--- src/rtl/accumulator_control_unit.sv ---
// Fetch/decode/execute sequencer for the 16-bit accumulator datapath.
// Owns PC, IR and accumulator; drives the single-port main memory and the external ALU.
module accumulator_control_unit (
    input  logic        clk,
    input  logic        reset,
    input  logic        run,
    output logic [15:0] mem_addr,
    output logic [15:0] mem_wdata,
    output logic        mem_we,
    input  logic [15:0] mem_rdata,
    output logic [3:0]  alu_opcode,
    output logic [15:0] alu_a,
    output logic [15:0] alu_b,
    input  logic [15:0] alu_result,
    output logic [15:0] pc,
    output logic [15:0] acc,
    output logic [15:0] ir,
    output logic        halted,
    output logic        div_zero
);

    // state     | meaning
    // S_FETCH   | present pc to memory; wait here while run = 0
    // S_IR_LOAD | capture instruction word, advance pc
    // S_OPERAND | decode; issue operand read, store, or system action
    // S_EXECUTE | operand data valid; update accumulator
    // S_HALTED  | terminal until reset
    typedef enum logic [2:0] {
        S_FETCH,
        S_IR_LOAD,
        S_OPERAND,
        S_EXECUTE,
        S_HALTED
    } state_t;

    localparam logic [1:0] OP_SYS   = 2'b00;
    localparam logic [1:0] OP_LOAD  = 2'b01;
    localparam logic [1:0] OP_STORE = 2'b10;
    localparam logic [1:0] OP_ALU   = 2'b11;

    localparam logic [1:0] SYS_NOP  = 2'b00;
    localparam logic [1:0] SYS_HALT = 2'b01;
    localparam logic [1:0] SYS_CLR  = 2'b10;
    localparam logic [1:0] SYS_JMP  = 2'b11;

    localparam logic [3:0] ALU_DIV  = 4'b0011;

    state_t      state, state_nxt;
    logic [13:0] pc_q;
    logic [15:0] acc_q;
    logic [15:0] ir_q;
    logic        div_zero_q;

    logic [1:0]  op;
    logic [1:0]  sub_op;
    logic [15:0] operand_addr;

    assign op           = ir_q[15:14];
    assign sub_op       = ir_q[13:12];
    assign operand_addr = (op == OP_ALU) ? {6'b0, ir_q[9:0]} : {2'b0, ir_q[13:0]};

    assign pc         = {2'b0, pc_q};
    assign acc        = acc_q;
    assign ir         = ir_q;
    assign div_zero   = div_zero_q;
    assign halted     = (state == S_HALTED);
    assign mem_wdata  = acc_q;
    assign alu_a      = acc_q;
    assign alu_b      = mem_rdata;
    assign alu_opcode = ir_q[13:10];

    always_comb begin
        state_nxt = state;
        mem_addr  = {2'b0, pc_q};
        mem_we    = 1'b0;
        case (state)
            S_FETCH: begin
                if (run) state_nxt = S_IR_LOAD;
            end
            S_IR_LOAD: begin
                state_nxt = S_OPERAND;
            end
            S_OPERAND: begin
                case (op)
                    OP_LOAD, OP_ALU: begin
                        mem_addr  = operand_addr;
                        state_nxt = S_EXECUTE;
                    end
                    OP_STORE: begin
                        mem_addr  = operand_addr;
                        // Gated by reset so an asserted reset can never commit a write.
                        mem_we    = reset;
                        state_nxt = S_FETCH;
                    end
                    default: begin
                        state_nxt = (sub_op == SYS_HALT) ? S_HALTED : S_FETCH;
                    end
                endcase
            end
            S_EXECUTE: begin
                mem_addr  = operand_addr;
                state_nxt = S_FETCH;
            end
            S_HALTED: begin
                state_nxt = S_HALTED;
            end
            default: begin
                state_nxt = S_FETCH;
            end
        endcase
    end

    always_ff @(posedge clk) begin
        if (!reset) begin
            state      <= S_FETCH;
            pc_q       <= '0;
            acc_q      <= '0;
            ir_q       <= '0;
            div_zero_q <= 1'b0;
        end else begin
            state <= state_nxt;
            case (state)
                S_IR_LOAD: begin
                    ir_q <= mem_rdata;
                    pc_q <= pc_q + 14'd1;
                end
                S_OPERAND: begin
                    if (op == OP_SYS) begin
                        if (sub_op == SYS_CLR) acc_q <= '0;
                        if (sub_op == SYS_JMP) pc_q <= {2'b0, ir_q[11:0]};
                    end
                end
                S_EXECUTE: begin
                    if (op == OP_LOAD) begin
                        acc_q <= mem_rdata;
                    end else if (alu_opcode == ALU_DIV && mem_rdata == 16'h0000) begin
                        acc_q      <= 16'hFFFF;
                        div_zero_q <= 1'b1;
                    end else begin
                        acc_q <= alu_result;
                    end
                end
                default: begin
                end
            endcase
        end
    end

endmodule

--- config.mk ---
export PLATFORM = sky130hd
export DESIGN_NAME = accumulator_control_unit
export DESIGN_NICKNAME = d
export VERILOG_FILES = /design/src/rtl/accumulator_control_unit.sv
export SDC_FILE = /design/constraint.sdc
export NUM_CORES = 1
export LEC_CHECK = 0
export ABC_AREA = 1
export CAP_MARGIN = 20
export CORE_ASPECT_RATIO = 1.4
export CORE_UTILIZATION = 38
export CTS_CLUSTER_DIAMETER = 120
export DETAILED_ROUTE_END_ITERATION = 8
export PLACE_DENSITY_LB_ADDON = 0.12
export SLEW_MARGIN = 25
export SYNTH_ARGS = -nofsm -noshare
export SYNTH_HDL_FRONTEND = slang
export SYNTH_SLANG_ARGS = --single-unit
--- constraint.sdc ---
create_clock -name clk -period 1.4 [get_ports clk]
set_input_delay 0.14 -clock clk [delete_from_list [all_inputs] [get_ports clk]]
set_output_delay 0.14 -clock clk [all_outputs]
set_load 0.1 [all_outputs]
### Word level (Yosys, flattened, before mapping)

Index checks and enable logic that the tools add are counted.
W data, S select, Z words.

* input port bits: 35
* bits in registers: 50
* logic and storage cells: 50
* output and inout bits: 119

* bitwise operators: 1
* equal/unequal tests: 15
* reductions and logical operators: 11
* $add $sub $neg: 1
* muxes and demuxes: 17

Operators with widths (count)
* $mux W16: 4
* $mux W14: 4
* $pmux W14 S2: 2
* $pmux W16 S2: 1
* $logic_not A16 Y1: 1
* $add A14 B1 Y14 const B: 1
* $pmux W3 S4: 1
* $reduce_and A3 Y1: 3
* $eq A2 B2 Y1 const B: 4
* $ne A2 B2 Y1 const B: 4
* $eq A3 B2 Y1 const B: 2
* $mux W3: 2
* $pmux W3 S2: 1
* $eq A2 B1 Y1 const B: 2
* $eq A4 B2 Y1 const B: 1
* $reduce_bool A2 Y1: 2
* $eq A3 B1 Y1 const B: 1
* $eq A3 B3 Y1 const B: 1
* $logic_not A3 Y1: 1
* $reduce_or A3 Y1: 1
* $logic_not A2 Y1: 1
* $mux W1: 2
* $reduce_or A2 Y1: 1
* $logic_and A1 B1 Y1: 1
* $not A1 Y1: 1

### Logic depth before layout (Yosys ltp)

* word-level depth: 5
* gate-level depth with buffers: 9
* mapped depth without buffers: 9

### Least setup slack after synthesis

Ideal clock, no wire load.

* path type: register -> output
* start: register ir_q[15] (netlist: ir[15])
* end: output port mem_we
* path buffers: 0
* arrival time: 4.103 ns
* setup slack: -2.843 ns
* stages on the path, launching flop included: 3
* data required time: 1.260 ns
* path through: dfxtp_1 -> inv_1 -> nor4_1

* longest elaborated chain between the ends: 3

RTL lines
* from (decl): line 51 `logic [15:0] ir_q;`
* from (signal assigned): line 124 `ir_q <= mem_rdata;`
* $eq A2 B2 Y1: line 84 `case (op)`
* $mux W1: line 84
* $mux W1: line 76 `case (state)`
* to (decl): line 9 `output logic mem_we,`

No other way between the ends.

### Final worst setup path

* start: register state[2]
* end: output port mem_addr[10]

* longest elaborated chain between the ends: 2
* elaborated cells between the ends (all ways): 3
* those cells by class: eq/ne: 2; mux: 1

RTL lines
* from (decl): line 48 `state_t state, state_nxt;`
* from (signal assigned): line 121 `state <= state_nxt;`
* $eq A3 B2 Y1: line 76
* $pmux W14 S2 *: line 76
* to (decl): line 7 `output logic [15:0] mem_addr,`

Mark *: on every way between the ends. The rest lies on a longest branch, timed or not.

==> qor.yml <==
grt:
  gr-total-overflow: 0
  antenna_found_initial: 0
  grt_pass1_wl_mm: 21.2
  grt.total_usage_pct: 30.7
  grt_max_degree: 26
  grt_pass1_vias: 4009
final_layout:
  nFillCells: 416
  drive_above_1_share_pct: 50.9
  final_util_pct: 85.4
  syn2layout_area_growth_pct: 117
  diodes: 0
  nNetsFinal: 695
logic_synthesis:
  syn_area_um2: 3250
  yosys_register_bits: 50
  async_flop_share_pct: 0
  ys_top_cells_by_count: "101 x nand2_1, 64 x nor2_1, 57 x buf_4, 54 x o21ai_0, 50 x dfxtp_1"
  synth.distinct_cells: 36
  ys_top_cells_by_area: "dfxtp_1 31%, buf_4 13%, nand2_1 12%, o21ai_0 8.3%, nor2_1 7.4%"
  synth.most_common_cell: "nand2_1"
  yosysTopAreaCellShare_pct: 30.8
  syn_inst: 498
  post_synth.cell_area_avg_um2: 6.53
  ys_warn_count: 0
  synth_edf_count: 0
  yosysTopAreaCell: "dfxtp_1"
  ys_seq_area_share_pct: 30.8
  ys.flop_type: "dfxtp_1"
critical_path:
  worstSetupStartpointType: "flop"
  rr_startpoint: "state[1]"
  r2r_slack_ps: -330
  cp.arrival_ps: 1670
  required_ps: 1260
  r2r_end: "ir[7]"
  critPathCaptureType: "output port"
  path_max_fanout: 6
  crit_start: "state[2]"
  worstSetupPathType: "flop to output port"
  rr_worst_depth: 7
  crit_path_end: "mem_addr[10]"
sta:
  rsz0062_at_grt: "yes"
  skew_ps: 8.77
  setup_slack_ps: -413
  fin_crit_ps: 1810
  finalMaxSlewViolations: 0
  setup_viol: 63
  fmax_mhz: 552
  period_share_pct: 129
  hold_violations: 0
  hold_ws_ps: 339
floorplanning:
  die_area_um2: 8940
  die_width_um: 80.2
  start_util_pct: 39.4
  rows: 39
  core_um2: 8250
  io-pin-count: 154
  dieHeight_um: 111
placed_design:
  dp_hpwl_mm: 9.57
  gp_congestion: 0.983
  dp_slack_ps: -251
  port_buffers: 149
routing:
  first_pass_iters: 5
  totalWireLength_mm: 14.9
  postRouteAntennaNets: 0
  wl_per_cell_um: 19.6
  viasPerCell: 5.53
  drt-initial-drc-count: 239
  routed-via-count: 4213
  post-route-drc-count: 0
min_path:
  hold_class: "input port to flop"
cts:
  numCtsBuffers: 5
  cts-root-buf: "clkbuf_16"
  insertion_delay_ps: 290
  path_clk_slew_ps: 70
  htreeDepth: 2
  tritoncts: "done"
  hold_buffers: 0
  clock_sinks: 50
  clk_path_buf_depth: 2
status:
  status: "finished, violations left"
  violations: "setup timing"
power_and_ir_drop:
  vdd_drop_max_mv: 0.850
  p_leak_nw: 2.94
  p_per_area_nw_per_um2: 1000
job:
  max_cap_viol_count: 0
[cell usage in the layout, fill, tap and decap left out, types with 4 or more instances in the layout]
| cell type | synthesis | routed |
|---|---|---|
| o21ai_4 | 0 | 12 |
| nand2_4 | 3 | 7 |
| buf_6 | 3 | 8 |
| clkdlybuf4s50_1 | 0 | 33 |
| nor2_2 | 0 | 9 |
| o21ai_2 | 1 | 5 |
| nor2_4 | 1 | 5 |
| nand3_2 | 2 | 8 |
| o21ai_0 | 54 | 22 |
| nand2_1 | 101 | 84 |
| inv_4 | 0 | 5 |
| nand3_1 | 24 | 12 |
| a21oi_1 | 41 | 39 |
| clkbuf_16 | 0 | 7 |
| buf_12 | 0 | 120 |
| inv_1 | 46 | 40 |
| conb_1 | 1 | 4 |
| dfxtp_4 | 0 | 23 |
| nand3_4 | 0 | 7 |
| dfxtp_2 | 0 | 20 |
| nor2_1 | 64 | 51 |
| nand2_2 | 2 | 13 |
| dfxtp_1 | 50 | 7 |
| o21ai_1 | 5 | 21 |
| nand4_1 | 5 | 5 |
| buf_4 | 57 | 58 |
[worst max-delay path: stages, from the launching register on]
cell and delay, ps:
dfxtp_4 380, inv_6 80, nand2_8 70, nor2_8 100, nand2_4 90, nand2_8 110, o21ai_4 130, o21ai_4 200
buf_12 200
[layout make-up]
cell class              instances  area, um2  area share (%)
inverters                      51        220            3.13
clock buffers                   6        150            2.13
repair buffers                222       3310            47.0
repair inverters                1       5.00          0.0711
well taps                     102        128            1.81
flip-flops and latches         50       1110            15.8
multi-input cells             328       2100            29.8
clock inverters                 2       13.8           0.195
[metal layers]
layer / GRT usage (%) / vias to the layer above / part of all wire, %
li1: - / 1864 / -
met1: 33.5 / 1973 / 33
met2: 54.9 / 303 / 53
met3: 4.84 / 73 / 7.7
met4: 17.5 / 0 / 5.9
met5: 0 / - / 0
[worst min-delay path by stage]
stage               cells past startpoint  endpoint     startpoint
finish                                  4    ir[10]  mem_rdata[10]
global route                            4    ir[10]  mem_rdata[10]
CTS                                     3  state[0]            run
detailed placement                      2  div_zero       div_zero
global placement                        2  div_zero       div_zero
floorplan                               2    ir[10]          reset
[kinds of logic (layout without fill, tap and decap cells)]
| group | count (synthesis) | count (layout) | share of synthesized area (%) |
|---|---|---|---|
| xor gates and xnor gates | 1 | 1 | 0.269 |
| other | 1 | 4 | 0.115 |
| adders and majority gates | 1 | 1 | 0.385 |
| buffers and inverters | 125 | 282 | 22.5 |
| DFF | 50 | 50 | 30.8 |
| AOI/OAI and AO/OA | 109 | 109 | 17.3 |
| and+or+nand+nor | 211 | 213 | 28.7 |
[registers in the layout, summed over array words and instances (netlist names)]
register  flops
pc_q         14
ir           16
state         3
acc          16
div_zero      1
[power breakdown]
group          switching [mW]  total [mW]  leakage (nW)  internal (mW)
sequential              0.228        1.77         0.434           1.55
clock                   0.585        1.36        0.0785          0.774
combinational            2.54        3.91          2.43           1.38
[repair_timing]
action	in CTS	in global routing
pin swaps	13	16
resized for setup	54	58
setup endpoints to repair	47	66
gates cloned	1	3
setup buffers	9	9
[metrics by stage]
step	area, um2	power, mW	setup TNS (ps)	cells
2_1_floorplan	3640	4.00	-6910	501
3_3_place_gp	6350	5.28	-4050	734
3_5_place_dp	6350	5.33	-5510	734
4_1_cts	6770	6.80	-5120	752
5_1_grt	7040	7.23	-13200	762
6_report	7040	7.05	-11360	762
(Power assumes the default switching activity.)
